===== config.mk =====
export PLATFORM = sky130hd
export DESIGN_NAME = ram_hex_dumper_flat
export DESIGN_NICKNAME = d
export VERILOG_FILES = /design/src/rtl/ram_hex_dumper_if.sv /design/src/rtl/ram_hex_dumper.sv /design/src/flat_wrapper.sv
export SDC_FILE = /design/constraint.sdc
export NUM_CORES = 1
export LEC_CHECK = 0
export BUFFER_PORTS_ARGS = -buffer_cell sky130_fd_sc_hd__buf_2
export CAP_MARGIN = 25
export CORE_MARGIN = 2
export CORE_UTILIZATION = 56
export CTS_CLUSTER_DIAMETER = 40
export CTS_CLUSTER_SIZE = 24
export DETAILED_ROUTE_END_ITERATION = 12
export HOLD_SLACK_MARGIN = 0.15
export PLACE_DENSITY_LB_ADDON = 0.3
export SLEW_MARGIN = 40
export SYNTH_ARGS = -nofsm -noshare
export SYNTH_HDL_FRONTEND = slang
export SYNTH_SLANG_ARGS = --single-unit

===== constraint.sdc =====
create_clock -name clk -period 10.5 [get_ports clk]
set_input_delay 1.05 -clock clk [delete_from_list [all_inputs] [get_ports clk]]
set_output_delay 1.05 -clock clk [all_outputs]
set_load 0.02 [all_outputs]

===== src/rtl/ram_hex_dumper_if.sv =====
// Control, RAM debug-port and character-stream signals of ram_hex_dumper.
interface ram_hex_dumper_if;
  logic        start;
  logic        override_ctrl;
  logic [31:0] iaddr;
  logic        iren;
  logic [31:0] iload;
  logic        iwait;
  logic [7:0]  tx_data;
  logic        tx_valid;
  logic        tx_ready;
  logic        busy;
  logic        done;

  // Dumper side
  modport master (
    input  start, iload, iwait, tx_ready,
    output override_ctrl, iaddr, iren, tx_data, tx_valid, busy, done
  );

  // RAM / sink / controller side
  modport slave (
    output start, iload, iwait, tx_ready,
    input  override_ctrl, iaddr, iren, tx_data, tx_valid, busy, done
  );
endinterface


===== src/rtl/ram_hex_dumper.sv =====
// Walks RAM through the debug port and streams non-zero words as Intel HEX
// data records followed by an EOF record.
// Optional build macro RAMDUMP_CRLF_EN: lines end in "\r\n" instead of "\n".
module ram_hex_dumper #(
  parameter int unsigned WORDS  = 16384,
  parameter int unsigned ADDR_W = 16
) (
  input logic              clk,
  input logic              rst,
  ram_hex_dumper_if.master bus
);

  localparam int unsigned IDX_W  = $clog2(WORDS) + 1;
  localparam int unsigned CHAR_W = 5;
  localparam int unsigned SLOTS  = 32;
`ifdef RAMDUMP_CRLF_EN
  localparam int unsigned REC_LEN = 21;
  localparam int unsigned EOF_LEN = 13;
`else
  localparam int unsigned REC_LEN = 20;
  localparam int unsigned EOF_LEN = 12;
`endif

  typedef enum logic [2:0] {
    S_IDLE     = 3'd0,
    S_REQ      = 3'd1,
    S_CHECK    = 3'd2,
    S_EMIT_REC = 3'd3,
    S_NEXT     = 3'd4,
    S_EMIT_EOF = 3'd5,
    S_DONE     = 3'd6
  } state_t;

  state_t              state, next_state;
  logic [IDX_W-1:0]    index, index_d;
  logic [31:0]         word, word_d;
  logic [7:0]          csum, csum_d;
  logic [CHAR_W-1:0]   cidx, cidx_d, cidx_inc;
  logic [31:0]         iaddr_d;
  logic [7:0]          tx_data_d;
  logic                override_d, iren_d, tx_valid_d, busy_d, done_d;

  logic [15:0]         rec_addr;
  logic [7:0]          csum_calc;
  logic [7:0]          rec_chars [SLOTS];
  logic [7:0]          eof_chars [SLOTS];
  logic                accept, last_word, rec_last, eof_last;

  function automatic logic [7:0] hex_char(input logic [3:0] n);
    return (n < 4'd10) ? (8'h30 + {4'h0, n}) : (8'h37 + {4'h0, n});
  endfunction

  assign accept    = bus.tx_valid & bus.tx_ready;
  assign cidx_inc  = cidx + CHAR_W'(1);
  assign rec_last  = (cidx == CHAR_W'(REC_LEN - 1));
  assign eof_last  = (cidx == CHAR_W'(EOF_LEN - 1));
  assign last_word = (index == IDX_W'(WORDS - 1));
  assign rec_addr  = 16'(ADDR_W'({index, 2'b00}));

  // Two's-complement checksum over count, address, type and data bytes
  always_comb begin
    csum_calc = 8'h00 - (8'h04 + rec_addr[15:8] + rec_addr[7:0] +
                         word[31:24] + word[23:16] + word[15:8] + word[7:0]);
  end

  // Character table for the current data record
  always_comb begin
    for (int i = 0; i < SLOTS; i++) rec_chars[i] = 8'h00;
    rec_chars[0]  = 8'h3A;
    rec_chars[1]  = 8'h30;
    rec_chars[2]  = 8'h34;
    rec_chars[3]  = hex_char(rec_addr[15:12]);
    rec_chars[4]  = hex_char(rec_addr[11:8]);
    rec_chars[5]  = hex_char(rec_addr[7:4]);
    rec_chars[6]  = hex_char(rec_addr[3:0]);
    rec_chars[7]  = 8'h30;
    rec_chars[8]  = 8'h30;
    rec_chars[9]  = hex_char(word[31:28]);
    rec_chars[10] = hex_char(word[27:24]);
    rec_chars[11] = hex_char(word[23:20]);
    rec_chars[12] = hex_char(word[19:16]);
    rec_chars[13] = hex_char(word[15:12]);
    rec_chars[14] = hex_char(word[11:8]);
    rec_chars[15] = hex_char(word[7:4]);
    rec_chars[16] = hex_char(word[3:0]);
    rec_chars[17] = hex_char(csum[7:4]);
    rec_chars[18] = hex_char(csum[3:0]);
`ifdef RAMDUMP_CRLF_EN
    rec_chars[19] = 8'h0D;
    rec_chars[20] = 8'h0A;
`else
    rec_chars[19] = 8'h0A;
`endif
  end

  // Character table for the fixed EOF record ":00000001FF"
  always_comb begin
    for (int i = 0; i < SLOTS; i++) eof_chars[i] = 8'h00;
    eof_chars[0] = 8'h3A;
    for (int i = 1; i < 8; i++) eof_chars[i] = 8'h30;
    eof_chars[8]  = 8'h31;
    eof_chars[9]  = 8'h46;
    eof_chars[10] = 8'h46;
`ifdef RAMDUMP_CRLF_EN
    eof_chars[11] = 8'h0D;
    eof_chars[12] = 8'h0A;
`else
    eof_chars[11] = 8'h0A;
`endif
  end

  // State register
  always_ff @(posedge clk) begin
    if (rst) state <= S_IDLE;
    else     state <= next_state;
  end

  // Next-state logic
  always_comb begin
    next_state = state;
    case (state)
      S_IDLE:     if (bus.start) next_state = S_REQ;
      S_REQ:      if (!bus.iwait) next_state = S_CHECK;
      S_CHECK:    next_state = (word == 32'h0) ? S_NEXT : S_EMIT_REC;
      S_EMIT_REC: if (accept && rec_last) next_state = S_NEXT;
      S_NEXT:     next_state = last_word ? S_EMIT_EOF : S_REQ;
      S_EMIT_EOF: if (accept && eof_last) next_state = S_DONE;
      S_DONE:     next_state = S_IDLE;
      default:    next_state = S_IDLE;
    endcase
  end

  // Output and datapath next values; outputs follow next_state so they are registered
  always_comb begin
    index_d    = index;
    word_d     = word;
    csum_d     = csum;
    cidx_d     = cidx;
    tx_data_d  = bus.tx_data;
    tx_valid_d = bus.tx_valid;
    override_d = (next_state != S_IDLE) && (next_state != S_DONE);
    busy_d     = override_d;
    done_d     = (next_state == S_DONE);
    iren_d     = (next_state == S_REQ);
    case (state)
      S_IDLE: if (bus.start) index_d = '0;
      S_REQ:  if (!bus.iwait) word_d = bus.iload;
      S_CHECK: begin
        csum_d = csum_calc;
        if (word != 32'h0) begin
          cidx_d     = '0;
          tx_valid_d = 1'b1;
          tx_data_d  = 8'h3A;
        end
      end
      S_EMIT_REC: begin
        if (accept) begin
          if (rec_last) begin
            tx_valid_d = 1'b0;
            tx_data_d  = 8'h00;
          end else begin
            cidx_d    = cidx_inc;
            tx_data_d = rec_chars[cidx_inc];
          end
        end
      end
      S_NEXT: begin
        if (last_word) begin
          cidx_d     = '0;
          tx_valid_d = 1'b1;
          tx_data_d  = 8'h3A;
        end else begin
          index_d = index + IDX_W'(1);
        end
      end
      S_EMIT_EOF: begin
        if (accept) begin
          if (eof_last) begin
            tx_valid_d = 1'b0;
            tx_data_d  = 8'h00;
          end else begin
            cidx_d    = cidx_inc;
            tx_data_d = eof_chars[cidx_inc];
          end
        end
      end
      default: ;
    endcase
    iaddr_d = iren_d ? 32'({index_d, 2'b00}) : 32'h0;
  end

  // Datapath and output registers
  always_ff @(posedge clk) begin
    if (rst) begin
      index             <= '0;
      word              <= '0;
      csum              <= '0;
      cidx              <= '0;
      bus.override_ctrl <= 1'b0;
      bus.iaddr         <= '0;
      bus.iren          <= 1'b0;
      bus.tx_data       <= '0;
      bus.tx_valid      <= 1'b0;
      bus.busy          <= 1'b0;
      bus.done          <= 1'b0;
    end else begin
      index             <= index_d;
      word              <= word_d;
      csum              <= csum_d;
      cidx              <= cidx_d;
      bus.override_ctrl <= override_d;
      bus.iaddr         <= iaddr_d;
      bus.iren          <= iren_d;
      bus.tx_data       <= tx_data_d;
      bus.tx_valid      <= tx_valid_d;
      bus.busy          <= busy_d;
      bus.done          <= done_d;
    end
  end

endmodule


===== src/flat_wrapper.sv =====
// flat-port wrapper written by rule: the top's interface ports become plain ports
module ram_hex_dumper_flat 
#(
  parameter int unsigned WORDS  = 16384,
  parameter int unsigned ADDR_W = 16
)
  (clk, rst, bus_start, bus_iload, bus_iwait, bus_tx_ready, bus_override_ctrl, bus_iaddr, bus_iren, bus_tx_data, bus_tx_valid, bus_busy, bus_done);
  ram_hex_dumper_if bus_i ();
  input logic clk;
  input logic rst;
  input wire logic [$bits(bus_i.start)-1:0] bus_start;
  input wire logic [$bits(bus_i.iload)-1:0] bus_iload;
  input wire logic [$bits(bus_i.iwait)-1:0] bus_iwait;
  input wire logic [$bits(bus_i.tx_ready)-1:0] bus_tx_ready;
  output wire logic [$bits(bus_i.override_ctrl)-1:0] bus_override_ctrl;
  output wire logic [$bits(bus_i.iaddr)-1:0] bus_iaddr;
  output wire logic [$bits(bus_i.iren)-1:0] bus_iren;
  output wire logic [$bits(bus_i.tx_data)-1:0] bus_tx_data;
  output wire logic [$bits(bus_i.tx_valid)-1:0] bus_tx_valid;
  output wire logic [$bits(bus_i.busy)-1:0] bus_busy;
  output wire logic [$bits(bus_i.done)-1:0] bus_done;
  assign bus_i.start = bus_start;
  assign bus_i.iload = bus_iload;
  assign bus_i.iwait = bus_iwait;
  assign bus_i.tx_ready = bus_tx_ready;
  assign bus_override_ctrl = bus_i.override_ctrl;
  assign bus_iaddr = bus_i.iaddr;
  assign bus_iren = bus_i.iren;
  assign bus_tx_data = bus_i.tx_data;
  assign bus_tx_valid = bus_i.tx_valid;
  assign bus_busy = bus_i.busy;
  assign bus_done = bus_i.done;
  ram_hex_dumper #(.WORDS(WORDS), .ADDR_W(ADDR_W)) u_core (.clk(clk), .rst(rst), .bus(bus_i));
endmodule

==> flow_summary.yaml, run 1 <==
run_status:
  status: "finished, final reports clean"
global_route:
  grt_pass1_vias: 5685
  grt.total_usage_pct: 29.2
  grt_antenna_before_repair: 0
  grt_max_degree: 53
  grt_pass1_wl_um: 29500
  grt_overflow: 0
flow_run:
  maxCapViolations: 0
placement:
  placed_area_um2: 6950
  dp_hpwl_um: 13900
  place_congestion: 0.998
  pre_cts_ws_ps: 6760
  placement.io_buffers: 63
timing:
  min_period_over_period_pct: 35.3
  hold_viol: 0
  max_freq_mhz: 270
  fin_skew_ps: 10.7
  worst_slew_pin_slew_ps: 822
  slew_violations: 0
  worst_slack_ps: 6790
  max-slew-margin-rel_pct: 45.2
  min_period_ps: 3710
  setup_viol: 0
  rsz0062_at_grt: "false"
  setup-tns-final_ps: 0
finish:
  final_common_cell: "nand2_1"
  final_cell_mix: "nand2_1 (130), dfxtp_1 (88), a21oi_1 (87), inv_1 (68), buf_2 (63)"
  diodes: 0
  n_fill_cell: 1101
  nNetsFinal: 988
  stdcell_area_um2: 7260
  finish.utilization_pct: 61.2
  area_growth_pct: 7.96
  drive_gt1_share_pct: 12.6
detailed_routing:
  via_per_inst: 6.08
  wirelength_um: 18400
  drc: 0
  antenna_left: 0
  vias: 6307
  wire_per_inst_um: 17.7
  drt_pre_antenna_iters: 5
  first_iter_violations: 720
synth:
  synth_top_area_cell: "dfxtp_1"
  yosysSeqAreaShare_pct: 26.5
  netlist_instances: 865
  synth_top_area_share_pct: 26.5
  synth_area_per_cell_um2: 7.78
  synth.distinct_cells: 77
  async_flop_share_pct: 0
  synth_area_leaders: "dfxtp_1 (26%), fa_1 (7.4%), nand2_1 (7.3%)"
  synth_seq_cells: 89
  synthFlopType: "dfxtp_1"
  synth-edff-count: 0
  yosys_warnings: 0
  netlist_area_um2: 6730
die:
  initial_utilization_pct: 56.7
  die_area_um2: 12900
  die_y_um: 114
  core.rowCount: 40
  die_width_um: 114
  core_um2: 11900
  ioPinCount: 82
clock_tree:
  hold_buffers: 0
  htreeDepth: 3
  ctsResizeCount: 0
  clock_sinks: 89
  clk_latency_ps: 360
  cts_made_buffers: 9
  clk_pin_slew_worst_paths_ps: 70
  cts_setup_buffers: 0
  root_buffer: "clkbuf_16"
  cts_buffer_depth: 2
  tritoncts: "done"
critical_path:
  endpoint_kind: "register"
  reg2reg_from: "u_core.word[26]"
  crit_fanout: 8
  cp.required_ps: 10720
  worstPathArrival_ps: 3930
  crit_start: "u_core.word[26]"
  critPathLaunchType: "register"
  critPathKind: "reg -> reg"
hold_path:
  hp-class: "reg -> reg"
  hold_start: "u_core.word[4]"
pwr:
  p_leak_nw: 2.76
  power_mw: 0.968
  p_per_area_nw_per_um2: 133
  ir_worst_vdd_v: 0.0000884
==> sequential cells by signal, indices dropped and copies added (netlist names) <==
signal	count
u_core.bus.done	1
u_core.bus.iaddr	15
u_core.bus.iren	1
u_core.bus.override_ctrl	1
u_core.bus.tx_data	7
u_core.bus.tx_valid	1
u_core.cidx	5
u_core.csum	8
u_core.index	15
u_core.state	3
u_core.word	32
==> routing by layer <==
metal / track usage [%] / share of wire (%) / up-vias
met5: 0 / 0 / -
met4: 10.1 / 2.8 / 0
met2: 43.1 / 43 / 336
met3: 6.00 / 8.7 / 50
met1: 42.6 / 45 / 2920
li1: - / - / 3001
==> cell type report <==
class                   instances  area, um2  share of cell area, %
repair buffers                 67        345                   4.75
flip-flops and latches         89       1780                   24.5
clock inverters                 4       76.3                   1.05
multi-input cells             650       4370                   60.2
inverters                      70        263                   3.62
clock buffers                  10        239                   3.29
well taps                     147        184                   2.53
==> power by group <==
| group | switching [mW] | leakage [nW] | internal [mW] |
|---|---|---|---|
| Clock | 0.135 | 0.151 | 0.213 |
| Combinational | 0.143 | 1.89 | 0.0899 |
| Sequential | 0.0308 | 0.721 | 0.356 |
==> cell usage after synthesis (6+ instances only) <==
library cell / instances
a211oi_1: 20
a21oi_1: 87
a31oi_1: 11
and2_1: 14
and2_4: 9
buf_2: 6
buf_4: 19
clkbuf_1: 43
dfxtp_1: 89
fa_1: 25
ha_1: 39
inv_1: 68
mux2i_1: 8
nand2_1: 131
nand3_1: 20
nand4_1: 6
nor2_1: 47
nor2b_1: 14
nor3_1: 24
nor4_1: 7
o211ai_1: 7
o21ai_0: 34
o21ai_1: 9
xnor2_1: 29
==> critical path: stages (launching register included) <==
cell and delay, ps:
dfxtp_1 510, inv_1 190, fa_1 550, inv_1 40, ha_1 310, fa_1 530
inv_1 70, fa_1 470, a21oi_1 180, nor2_1 80, o21ai_0 180, nand2b_1 80
a21oi_1 170, xnor2_1 140, a21oi_1 80
==> kinds of logic after synthesis <==
logic type	Yosys count	share of synthesized area, %
AOI/OAI and AO/OA	220	20.5
adders and majority gates	64	14.7
xor gates and xnor gates	31	4.04
and+or+nand+nor	305	22.4
other	1	0.0557
buffers and inverters	143	9.60
DFF	89	26.5
muxes	12	2.19
==> per-stage QoR <==
stage / hold WS [ps] / std cells
floorplan: 432 / 882
global placement: 443 / 1023
detailed placement: 446 / 1023
CTS: 454 / 1037
global route: 493 / 1037
finish: 454 / 1037
==> worst paths after layout <==
path,to,slack (ps),cells after the start
max,u_core.csum[7],6790,14
min,u_core.word[4],450,2
max reg2reg,u_core.csum[7],6790,14
min reg2reg,u_core.word[4],450,2
No activity file was read; power rests on OpenSTA's default activity.
==> run 2: changes to the inputs <==
==> constraint.sdc (replaced) <==
create_clock -name clk -period 3.76 [get_ports clk]
set_input_delay 0.376 -clock clk [delete_from_list [all_inputs] [get_ports clk]]
set_output_delay 0.376 -clock clk [all_outputs]
set_load 0.02 [all_outputs]
==> flow_summary.yaml, run 2 (synthesis gave the netlist of run 1 again) <==
pwr:
  internal-power_mw: 1.87
  p_comb_share_pct: 24.6
  ir_worst_vdd_v: 0.000248
  p_seq_share_pct: 38.8
  power_mw: 2.74
  p_per_area_nw_per_um2: 368
  swShare_pct: 31.7
  p_switching_mw: 0.871
  p_leak_nw: 2.91
  power_frac_clock_pct: 36.7
clock_tree:
  htreeDepth: 3
  cts_setup_buffers: 0
  root_buffer: "clkbuf_16"
  hold_buffers: 0
  clk_pin_slew_worst_paths_ps: 70
  clock_sinks: 89
  ctsResizeCount: 0
  tritoncts: "done"
  cts_made_buffers: 9
  clk_latency_ps: 350
  cts_buffer_depth: 2
finish:
  multi_input_area_um2: 4360
  nNetsFinal: 1014
  reg_top3: "u_core.word x32, u_core.bus.iaddr x15, u_core.index x15"
  final_common_cell: "nand2_1"
  area_growth_pct: 10.9
  drive_gt1_share_pct: 14.7
  finish.utilization_pct: 62.9
  stdcell_area_um2: 7460
  regMostFlops: "u_core.word"
  final_cell_mix: "nand2_1 (131), dfxtp_1 (89), a21oi_1 (87), inv_1 (68), buf_2 (63)"
  largest_reg_flops: 32
  layout.area.seq_um2: 1780
  n_fill_cell: 1051
  fin_cells: 1065
  diodes: 0
global_route:
  grt_antenna_before_repair: 0
  grt_pass1_vias: 5741
  grt_max_degree: 52
  grt.total_usage_pct: 29.3
  grt_pass1_wl_um: 29600
  grt_overflow: 0
timing:
  min_period_over_period_pct: 94.5
  rsz0062_at_grt: "false"
  slew_violations: 0
  max_freq_mhz: 282
  worst_slew_pin_slew_ps: 670
  max-slew-margin-rel_pct: 54.2
  setup_viol: 0
  fin_skew_ps: 8.78
  setup-tns-final_ps: 0
  min_period_ps: 3550
  hold_viol: 0
placement:
  place_congestion: 0.985
  placement.io_buffers: 63
  placed_area_um2: 7130
  placed_cells: 1049
  dp_hpwl_um: 13900
critical_path:
  path_common_cell: "fa_1"
  worstPathArrival_ps: 3800
  endpoint_kind: "register"
  path_buf_inv: 1
  crit_family: "adder cells"
  critPathLaunchType: "register"
  max_stage_delay_ps: 540
  crit_chain: "fa_1, fa_1, fa_1, inv_1, ha_1, fa_1, a21oi_1, nor2_1, o21ai_0, nand2b_1, a21oi_1, xnor2_1, a21oi_1"
  critPathKind: "reg -> reg"
  cp_slowest_cell: "fa_1"
  crit_fanout: 7
  cp.required_ps: 4010
detailed_routing:
  first_iter_violations: 742
  via_per_inst: 5.91
  drt_pre_antenna_iters: 6
  antenna_left: 0
  wirelength_um: 18600
  drc: 0
  vias: 6297
  wire_per_inst_um: 17.5
die:
  die_width_um: 114
  die_y_um: 114
  die_area_um2: 12900
  initial_utilization_pct: 56.7
  core.rowCount: 40
  core_um2: 11900
  ioPinCount: 82
hold_path:
  hp-class: "in -> reg"
flow_run:
  maxCapViolations: 0
run_status:
  status: "finished, final reports clean"
[run 2: changes by cell type in the layout (fill, tap and decap cells not counted), sizes merged]
cell	before	now
clkinv	0	2
inv	71	70
buf	67	93
clkbuf	10	11
[run 2: worst reg2reg max path, cell delays in order (launching register included)]
cell      delay [ps]
dfxtp_1          460
fa_1             470
fa_1             470
fa_1             540
inv_1             40
ha_1             210
fa_1             420
a21oi_1          160
nor2_1            60
o21ai_0          150
nand2b_1          80
a21oi_1          170
xnor2_1          140
a21oi_1           80
[run 2: power groups by stage]
stage	Combinational [mW]	Clock, mW	Sequential, mW
3_3_place_gp	0.651	0	1.08
2_1_floorplan	0.525	0	1.07
4_1_cts	0.666	1.01	1.06
5_1_grt	0.754	1.05	1.07
6_report	0.674	1.01	1.06
3_5_place_dp	0.660	0	1.08
[run 2: final timing paths]
path                                       from               to  slack (ps)  cells after the start
worst max-delay path            u_core.word[17]   u_core.csum[7]         210                     13
worst min register to register   u_core.word[8]   u_core.word[8]         460                      2
worst max register to register  u_core.word[17]   u_core.csum[7]         210                     13
worst min-delay path              bus_iload[10]  u_core.word[10]         260                      3
[run 2: final cells by class]
type                    count  area share, %
well taps                 147           2.46
repair buffers             93           7.24
flip-flops and latches     89           23.9
multi-input cells         650           58.5
inverters                  70           3.52
clock buffers              11           3.39
clock inverters             5           1.04
[run 2: per-layer routing]
layer / GRT usage [%] / vias to the layer above / share of wire [%]
met2: 43.5 / 306 / 43
met5: 0 / - / 0
li1: - / 3046 / -
met4: 10.9 / 0 / 3.1
met1: 40.3 / 2901 / 43
met3: 9.09 / 44 / 11
[run 2: stage by stage]
step	worst slack, ps	hold slack, ps
global placement	259	446
floorplan	385	432
CTS	204	256
detailed placement	208	448
finish	208	259
global route	4.26	268
